$ cat config.mk
export PLATFORM = sky130hd
export DESIGN_NAME = blit_mem_arb
export DESIGN_NICKNAME = d
export VERILOG_FILES = /design/src/rtl/blit_mem_arb.sv
export SDC_FILE = /design/constraint.sdc
export NUM_CORES = 1
export LEC_CHECK = 0
export ABC_AREA = 1
export ABC_CLOCK_PERIOD_IN_PS = 2050
export BUFFER_PORTS_ARGS = -buffer_cell sky130_fd_sc_hd__clkbuf_2
export CAP_MARGIN = 0
export CORE_MARGIN = 5
export CORE_UTILIZATION = 40
export CTS_CLUSTER_SIZE = 16
export DETAILED_ROUTE_END_ITERATION = 16
export MAX_ROUTING_LAYER = met4
export PLACE_DENSITY = 0.78
export RECOVER_POWER = 50
export SLEW_MARGIN = 10
export SYNTH_ARGS = -nofsm -noshare
export SYNTH_HDL_FRONTEND = slang
export SYNTH_SLANG_ARGS = --single-unit
export TNS_END_PERCENT = 20
$ cat constraint.sdc
create_clock -name clk -period 2.05 [get_ports clk]
set_input_delay 0.1025 -clock clk [delete_from_list [all_inputs] [get_ports clk]]
set_output_delay 0.1025 -clock clk [all_outputs]
set_load 0.02 [all_outputs]
$ cat src/rtl/blit_mem_arb.sv
// blit_mem_arb: arbitrates the blitter-internal memory requesters (source read, dest read,
// Z read, dest/Z write) onto the single request port of the blitter memory controller.
//
// Ports
//   clk, reset_n        blitter clock, asynchronous active-low reset
//   req                 per-requester request level, held until its done pulse
//   req_write           per-requester cycle type (1 = write), sampled at grant
//   req_addr            packed addresses, requester i at [i*AW +: AW]
//   req_width           packed phrase widths, requester i at [i*4 +: 4]
//   prio_fixed          1 = fixed priority (index 0 highest), 0 = round robin
//   blitack, read_ack   controller accept / read-data-returned handshakes
//   grant               one-hot current owner
//   done                one-cycle completion pulse to the owner
//   readreq, writereq   request strobes to the controller
//   address, pwidth     registered address / phrase width of the owner
//   busy                arbiter not idle
//   timeout_err         sticky watchdog flag, cleared only by reset
module blit_mem_arb #(
   parameter int unsigned NREQ     = 4,
   parameter int unsigned AW       = 24,
   parameter int unsigned WAIT_MAX = 255
) (
   input  logic                 clk,
   input  logic                 reset_n,
   input  logic [NREQ-1:0]      req,
   input  logic [NREQ-1:0]      req_write,
   input  logic [NREQ*AW-1:0]   req_addr,
   input  logic [NREQ*4-1:0]    req_width,
   input  logic                 prio_fixed,
   input  logic                 blitack,
   input  logic                 read_ack,
   output logic [NREQ-1:0]      grant,
   output logic [NREQ-1:0]      done,
   output logic                 readreq,
   output logic                 writereq,
   output logic [AW-1:0]        address,
   output logic [3:0]           pwidth,
   output logic                 busy,
   output logic                 timeout_err
);

   localparam int unsigned PW      = $clog2(NREQ);
   // Counter value seen in the WAIT_MAX-th cycle spent in REQ/WAIT.
   localparam logic [7:0]  CntLast = 8'(WAIT_MAX - 1);

   typedef enum logic [1:0] {StIdle, StReq, StWait, StDone} state_e;

   state_e          state_q, state_d;
   logic [NREQ-1:0] grant_q, grant_d;
   logic            write_q, write_d;
   logic [AW-1:0]   addr_q, addr_d;
   logic [3:0]      pw_q, pw_d;
   logic [PW-1:0]   ptr_q, ptr_d;
   logic [7:0]      cnt_q, cnt_d;
   logic            tmo_q, tmo_d;

   logic            win_found;
   logic [PW-1:0]   win_idx;
   logic [PW-1:0]   cand;
   logic            limit;

   assign limit = (cnt_q == CntLast);

   // Winner search: fixed mode scans 0 upwards, round robin scans from the slot after the
   // pointer and wraps, so the previous owner is considered last.
   always_comb begin
      win_found = 1'b0;
      win_idx   = '0;
      cand      = '0;
      for (int k = 1; k <= int'(NREQ); k++) begin
         if (prio_fixed) begin
            cand = PW'(k - 1);
         end else begin
            cand = PW'((int'(ptr_q) + k) % int'(NREQ));
         end
         if (!win_found && req[cand]) begin
            win_found = 1'b1;
            win_idx   = cand;
         end
      end
   end

   always_comb begin
      state_d = state_q;
      grant_d = grant_q;
      write_d = write_q;
      addr_d  = addr_q;
      pw_d    = pw_q;
      ptr_d   = ptr_q;
      cnt_d   = cnt_q;
      tmo_d   = tmo_q;
      unique case (state_q)
         StIdle: begin
            if (win_found) begin
               state_d          = StReq;
               grant_d          = '0;
               grant_d[win_idx] = 1'b1;
               write_d          = req_write[win_idx];
               addr_d           = req_addr[int'(win_idx)*AW +: AW];
               pw_d             = req_width[int'(win_idx)*4 +: 4];
               ptr_d            = win_idx;
               cnt_d            = '0;
            end
         end
         StReq: begin
            cnt_d = cnt_q + 8'd1;
            // A normal completion in the last watchdog cycle wins over the timeout.
            if (blitack && (write_q || read_ack)) begin
               state_d = StDone;
            end else if (limit) begin
               state_d = StDone;
               tmo_d   = 1'b1;
            end else if (blitack) begin
               state_d = StWait;
            end
         end
         StWait: begin
            cnt_d = cnt_q + 8'd1;
            if (read_ack) begin
               state_d = StDone;
            end else if (limit) begin
               state_d = StDone;
               tmo_d   = 1'b1;
            end
         end
         StDone: begin
            state_d = StIdle;
            grant_d = '0;
         end
         default: state_d = StIdle;
      endcase
   end

   always_ff @(posedge clk or negedge reset_n) begin
      if (!reset_n) begin
         state_q <= StIdle;
         grant_q <= '0;
         write_q <= 1'b0;
         addr_q  <= '0;
         pw_q    <= '0;
         ptr_q   <= PW'(NREQ - 1);
         cnt_q   <= '0;
         tmo_q   <= 1'b0;
      end else begin
         state_q <= state_d;
         grant_q <= grant_d;
         write_q <= write_d;
         addr_q  <= addr_d;
         pw_q    <= pw_d;
         ptr_q   <= ptr_d;
         cnt_q   <= cnt_d;
         tmo_q   <= tmo_d;
      end
   end

   assign grant       = grant_q;
   assign done        = (state_q == StDone) ? grant_q : '0;
   assign readreq     = (state_q == StReq) && !write_q;
   assign writereq    = (state_q == StReq) && write_q;
   assign address     = addr_q;
   assign pwidth      = pw_q;
   assign busy        = (state_q != StIdle);
   assign timeout_err = tmo_q;

endmodule
==> key figures, run 1 <==
Timing
  • Final hold violations: 0
  • Slew margin rel.: 0.323
  • Finish-stage setup viols: 29
  • Post-layout min period: 2140 ps
  • Max Clk Rate: 0.467 GHz
  • Final period util: 1.05
  • Clock Skews: 6.14 ps
  • Slew Viols, Final: 0
  • Slew at the pin with the worst max-slew slack: 1020 ps
  • Setup ws final: -93.3 ps
  • RSZ-0062 raised after global routing: true
  • TNS Setup: -2170 ps

Placed design
  • # placed instances: 878
  • Final GP Congestion: 0.886
  • Post-DP HPWL: 9080 um
  • Post-placement cell area: 4890 um^2
  • IO buf count: 164

Run status
  • Failing checks: setup timing
  • Status: finished with violations

Synth
  • Syn Inst Count: 604
  • Yosys reg bits: 46
  • Synth unique cells: 27
  • Post-synthesis sequential area ratio: 0.306
  • Syn Area/Cell: 6.23 um^2
  • Synth Warn #: 0
  • Post-Syn Area: 3760 um^2
  • Mapped Nets: 736

Power
  • Maximum VDD drop: 617 uV
  • Leakage: 3.18 nW
  • Cell Pwr Density: 1540 nW/um^2

Routing
  • First drt pass iteration count: 5
  • Final WL: 12600 um
  • Residual DRC: 0
  • ANT nets after route: 0
  • Drt wl/cell: 13.9 um
  • Detailed-route via count: 4442
  • Iteration-0 DRC Markers: 207
  • Via density per instance: 4.91

Flow run
  • Max_cap viols: 0

Floorplan
  • Core area: 9200 um^2
  • Die X: 107 um
  • IO Pins: 165
  • Die Height: 107 um
  • Die ar.: 11500 um^2
  • Starting density of the core: 0.409
  • Row cnt: 35

Global routing
  • Antenna violations before repair: 0
  • Vias in the first global route: 4314
  • Largest net degree at the start of global routing: 27
  • First-pass GRT wire length: 20100 um
  • Gr ovfl total: 0
  • Global-route usage over all layers: 0.222

Setup path
  • Slowest-stage cell, CP: dfstp_2
  • Crit path top cell by count: nand2_1
  • Critical path class: flip-flop to flip-flop
  • Slowest stage delay, CP: 620 ps
  • Crit start category: flip-flop
  • CP max FO: 23
  • Worst-path cell chain: nor2_4 -> buf_4 -> nand2_2 -> nand3_1 -> nand2_2 -> nand4_1 -> nand2_2 -> buf_6 -> nand2_8 -> buf_12 -> nand2_1 -> nand2_1 -> nand2_1 -> nand2_1 -> nand2_1 -> nand2_1
  • WP buf/inv: 3
  • Critical path required time: 2250 ps
  • Worst setup EP type: flip-flop
  • Delay-heaviest family, CP: simple AND/OR/NAND/NOR gates
  • Crit path DAT: 2340 ps

Clock network
  • Root buffer cell: clkbuf_8
  • Clock slew at reported path FFs: 90 ps
  • Num Clock Sinks: 46
  • H-tree depth: 2
  • TritonCTS Buffers: 5
  • Worst-Skew Late Latency: 300 ps
  • Clock buffer depth: 2
  • CTS tree: yes

Final layout
  • Layout Area Growth over Synthesis: 43.7%
  • Post-Layout Cell Count: 905
  • Post-Route Utilization: 0.588
  • Layout cells sized above 1: 0.339
  • NumNets Final: 925
  • Antenna cell count: 0
  • Commonest cells after routing, fill and taps aside: nand2_1 (326), clkbuf_2 (143), nand3_1 (45)
  • Leading cell type in the layout, fill and taps excluded: nand2_1
  • Post-route cell area: 5410 um^2

Min path
  • Worst Hold Class: input port to flip-flop
==> through the flow <==
step / total power, mW / worst slack (ps) / hold WS (ps)
floorplan: 5.08 / 171 / -193
global placement: 6.74 / -82.8 / 72.5
detailed placement: 6.79 / -117 / 79.7
CTS: 8.19 / -40.2 / 157
global route: 9.11 / -263 / 213
finish: 8.35 / -93.3 / 170
==> logic make-up (layout without fill, tap and decap cells) <==
family	count (synthesis)	after routing	synth area share
and+or+nand+nor	443	443	0.511
DFF	46	46	0.306
xor gates and xnor gates	4	4	0.00930
adders and majority gates	7	7	0.0233
buffers and inverters	70	260	0.0950
AOI/OAI and AO/OA	34	34	0.0545
==> path summary, 6_finish.rpt <==
path | start | endpoint | slack (ps) | cells after the start
worst max-delay path | ptr_q[0] | address[6] | -90 | 16
worst min-delay path | req_addr[66] | address[18] | 170 | 7
worst max register to register | ptr_q[0] | address[6] | -90 | 16
worst min register to register | timeout_err | timeout_err | 480 | 1
max in group asynchronous | reset_n | ptr_q[1] | 600 | 3
min in group asynchronous | reset_n | timeout_err | 480 | 2
==> cell type report <==
cell class | instances | area [um^2]
inverter | 38 | 143
fill | 888 | 3780
tap | 111 | 139
sequential | 46 | 1150
clock inverter | 2 | 60.1
multi-input combinational | 488 | 2390
clock buffer | 6 | 82.6
timing repair buffer | 214 | 1450
==> worst reg2reg max path, cell delays in order (launching register included) <==
cell	delay (ps)
dfstp_2	620
nor2_4	90
buf_4	140
nand2_2	60
nand3_1	110
nand2_2	110
nand4_1	120
nand2_2	120
buf_6	120
nand2_8	80
buf_12	170
nand2_1	60
nand2_1	50
nand2_1	60
nand2_1	60
nand2_1	50
nand2_1	40
==> registers in the layout, indices dropped and copies added, names as in the netlist <==
| register | count |
|---|---|
| address | 24 |
| cnt_q | 8 |
| grant | 4 |
| ptr_q | 2 |
| pwidth | 4 |
| state_q | 2 |
| timeout_err | 1 |
| write_q | 1 |
==> synthesized netlist by cell type <==
library cell,number,area share
nand2_1,343,0.34
nand3_1,48,0.064
dfrtp_1,44,0.29
inv_1,34,0.034
nand3_2,25,0.066
buf_2,19,0.025
nor2_1,10,0.010
a21oi_1,8,0.011
o21ai_0,8,0.011
ha_1,7,0.023
nand2_2,7,0.012
o22ai_1,7,0.012
o21ai_1,6,0.0080
buf_6,5,0.015
nand4_1,5,0.0083
inv_2,4,0.0040
xor2_1,4,0.0093
buf_4,3,0.0060
clkbuf_1,3,0.0030
nor2_2,3,0.0050
o21ai_2,3,0.0070
buf_8,2,0.0080
dfstp_2,2,0.014
a31o_2,1,0.0023
nand2_4,1,0.0030
nor3_1,1,0.0013
o21ai_4,1,0.0043
==> where the power goes <==
| group | internal, mW | switching (mW) | total (mW) |
|---|---|---|---|
| clock | 0.520 | 0.312 | 0.832 |
| combinational | 2.41 | 3.51 | 5.93 |
| sequential | 1.31 | 0.279 | 1.59 |
==> metal layers <==
metal  up-vias  share of wire  global-route usage
li1       2259              -                   -
met5         -              0                   -
met3        26          0.053              0.0367
met1      2003           0.44               0.284
met4         0          0.027              0.0831
met2       154           0.48               0.355
==> timing repair <==
action	CTS	global route
pin swaps	8	8
cloned	3	1
endpoints found under the hold margin	16	0
gates resized for setup	33	19
buffers inserted	12	3
setup endpoints to repair	33	42
hold buffers	1	0
No activity file was read; power rests on OpenSTA's default activity.
==> run 2, diff against run 1 <==
==> constraint.sdc (replaced) <==
create_clock -name clk -period 2.05 [get_ports clk]
set_input_delay 0.205 -clock clk [delete_from_list [all_inputs] [get_ports clk]]
set_output_delay 0.205 -clock clk [all_outputs]
set_load 0.02 [all_outputs]
==> key figures, run 2 (synthesis results as in run 1) <==
Floorplan
  • Die X: 107 um (unchanged)
  • IO Pins: 165 (unchanged)
  • Starting density of the core: 0.409 (unchanged)
  • Row cnt: 35 (unchanged)
  • Core area: 9200 um^2 (unchanged)
  • Die Height: 107 um (unchanged)
  • Die ar.: 11500 um^2 (unchanged)

Timing
  • RSZ-0062 raised after global routing: true
  • Slew Viols, Final: 0 (unchanged)
  • Post-layout min period: 2100 ps (-39.6 ps)
  • Setup ws final: -53.7 ps (+39.6 ps)
  • Slew at the pin with the worst max-slew slack: 1150 ps (+137 ps)
  • Clock Skews: 7.88 ps (+1.74 ps)
  • Final hold slack: 206 ps (+35.8 ps)
  • Final period util: 1.03 (-0.0193)
  • Finish-stage setup viols: 28 (-3.4%)
  • Max Clk Rate: 0.475 GHz (+1.9%)
  • Slew margin rel.: 0.231 (-0.0912)
  • Final hold violations: 0 (unchanged)

Power
  • Pwr Total: 8.22 mW (-1.6%)
  • Int Pwr: 4.12 mW (-3.0%)
  • Seq pwr share: 0.194 (+0.003)
  • Cell Pwr Density: 1530 nW/um^2 (-1.0%)
  • Leakage: 3.21 nW (+0.85%)
  • Psw: 4.10 mW (about the same)
  • Power share of the clock group: 0.083 (-0.017)
  • Combinational share of power: 0.723 (+0.013)
  • Switching Share: 0.499 (+0.00751)
  • Maximum VDD drop: 674 uV (+9.3%)

Placed design
  • DP Worst Slack: -132 ps (-15.5 ps)
  • # placed instances: 877 (-0.11%)
  • Final GP Congestion: 0.900 (+1.6%)
  • IO buf count: 164 (unchanged)
  • Post-DP HPWL: 8910 um (-1.9%)

Setup path
  • Critical path class: flip-flop to flip-flop
  • CP max FO: 8 (-65%)
  • Crit start category: flip-flop
  • Crit path DAT: 2300 ps (-40 ps)
  • Critical path required time: 2250 ps (about the same)
  • Reg2Reg Depth: 15 (-1)
  • Worst setup EP type: flip-flop

Routing
  • Detailed-route via count: 4366 (-1.7%)
  • Residual DRC: 0 (unchanged)
  • First drt pass iteration count: 4 (-1)
  • ANT nets after route: 0 (unchanged)
  • Via density per instance: 4.86 (-0.94%)
  • Iteration-0 DRC Markers: 179 (-14%)
  • Drt wl/cell: 13.8 um (-0.77%)
  • Final WL: 12400 um (-1.5%)

Final layout
  • NumNets Final: 918 (-0.76%)
  • Post-Layout Cell Count: 898 (-0.77%)
  • Leading cell type in the layout, fill and taps excluded: nand2_1
  • Layout cells sized above 1: 0.363 (+0.0246)
  • Antenna cell count: 0 (unchanged)
  • Commonest cells after routing, fill and taps aside: nand2_1 (333), clkbuf_2 (161), dfrtp_1 (44)
  • Layout Area Growth over Synthesis: 43.0%
  • Post-Route Utilization: 0.585 (-0.00313)
  • Max reg flops: 24 (unchanged)

Clock network
  • Clock buffer depth: 2 (unchanged)
  • Root buffer cell: clkbuf_8
  • Num Clock Sinks: 46 (unchanged)
  • H-tree depth: 2 (unchanged)
  • TritonCTS Buffers: 5 (unchanged)
  • CTS tree: yes
  • Worst-Skew Late Latency: 300 ps (about the same)
  • Clock slew at reported path FFs: 90 ps (about the same)

Run status
  • Status: finished with violations
  • Failing checks: setup timing

Flow run
  • Max_cap viols: 0 (unchanged)

Global routing
  • Vias in the first global route: 4066 (-5.7%)
  • Antenna violations before repair: 0 (unchanged)
  • Largest net degree at the start of global routing: 47 (+74%)
  • Gr ovfl total: 0 (unchanged)
  • First-pass GRT wire length: 18800 um (-6.4%)
  • Global-route usage over all layers: 0.207 (-0.0152)

Min path
  • Worst Hold Class: input port to async pin
run 2: changes by cell type in the layout (fill, tap and decap cells not counted), moves of 6 or more:
cell and delta:
clkbuf_2 +18, nand3_2 +17, clkbuf_1 -16, nand3_1 -16, nand2_1 +7, nand2_2 -6
run 2: per-stage QoR:
step / cell area, um^2 / setup TNS (ps)
finish: 5380 / -1060
global route: 5380 / -4970
CTS: 5080 / -1530
detailed placement: 4880 / -2610
global placement: 4880 / -1290
floorplan: 3760 / 0
run 2: area by class of cell:
| type | count | area [um^2] |
|---|---|---|
| clock buffers | 7 | 76.3 |
| inverters | 38 | 143 |
| multi-input cells | 488 | 2430 |
| flip-flops and latches | 46 | 1150 |
| clock inverters | 1 | 30.0 |
| well taps | 111 | 139 |
| fillers | 894 | 3810 |
| repair buffers | 207 | 1410 |
run 2: critical path: stages (launching register included):
cell and delay (ps):
dfstp_2 610, inv_2 70, nand2_1 110, nand3_4 120, nand2_2 100, nand2_4 80, a21oi_2 150, nand2_2 110
buf_12 170, clkbuf_16 160, nand3_1 60, nand2_1 60, nand2_1 60, nand2_1 50, nand2_1 60, nand2_1 50
run 2: worst paths after layout:
check | end | slack (ps) | start
worst max register to register | address[6] | -50 | ptr_q[0]
max in group asynchronous | address[22] | 1140 | reset_n
worst min register to register | address[0] | 490 | address[0]
worst min-delay path | timeout_err | 210 | reset_n
worst max-delay path | address[6] | -50 | ptr_q[0]
min in group clk | address[2] | 280 | req_addr[50]
run 2: timing repair:
action	CTS	global route
pin swaps	4	23
hold buffers	0	0
setup endpoints to repair	31	42
resized for setup	4	42
setup buffers	4	3
endpoints found under the hold margin	0	0
gates cloned	1	6
run 2: power groups by stage:
stage | clock, mW | combinational [mW] | sequential, mW
final | 0.679 | 5.95 | 1.60
after global routing | 0.735 | 6.59 | 1.65
after CTS | 0.698 | 5.39 | 1.59
after detailed placement | 0 | 5.18 | 1.59
after global placement | 0 | 5.15 | 1.59
after floorplan | 0 | 3.18 | 1.89
run 2: metal layers:
metal | up-vias | GRT usage | wire, um
li1 | 2249 | - | -
met1 | 1940 | 0.268 | 5460
met2 | 155 | 0.328 | 5760
met3 | 22 | 0.0397 | 838
met4 | 0 | 0.0667 | 335
met5 | - | - | 0
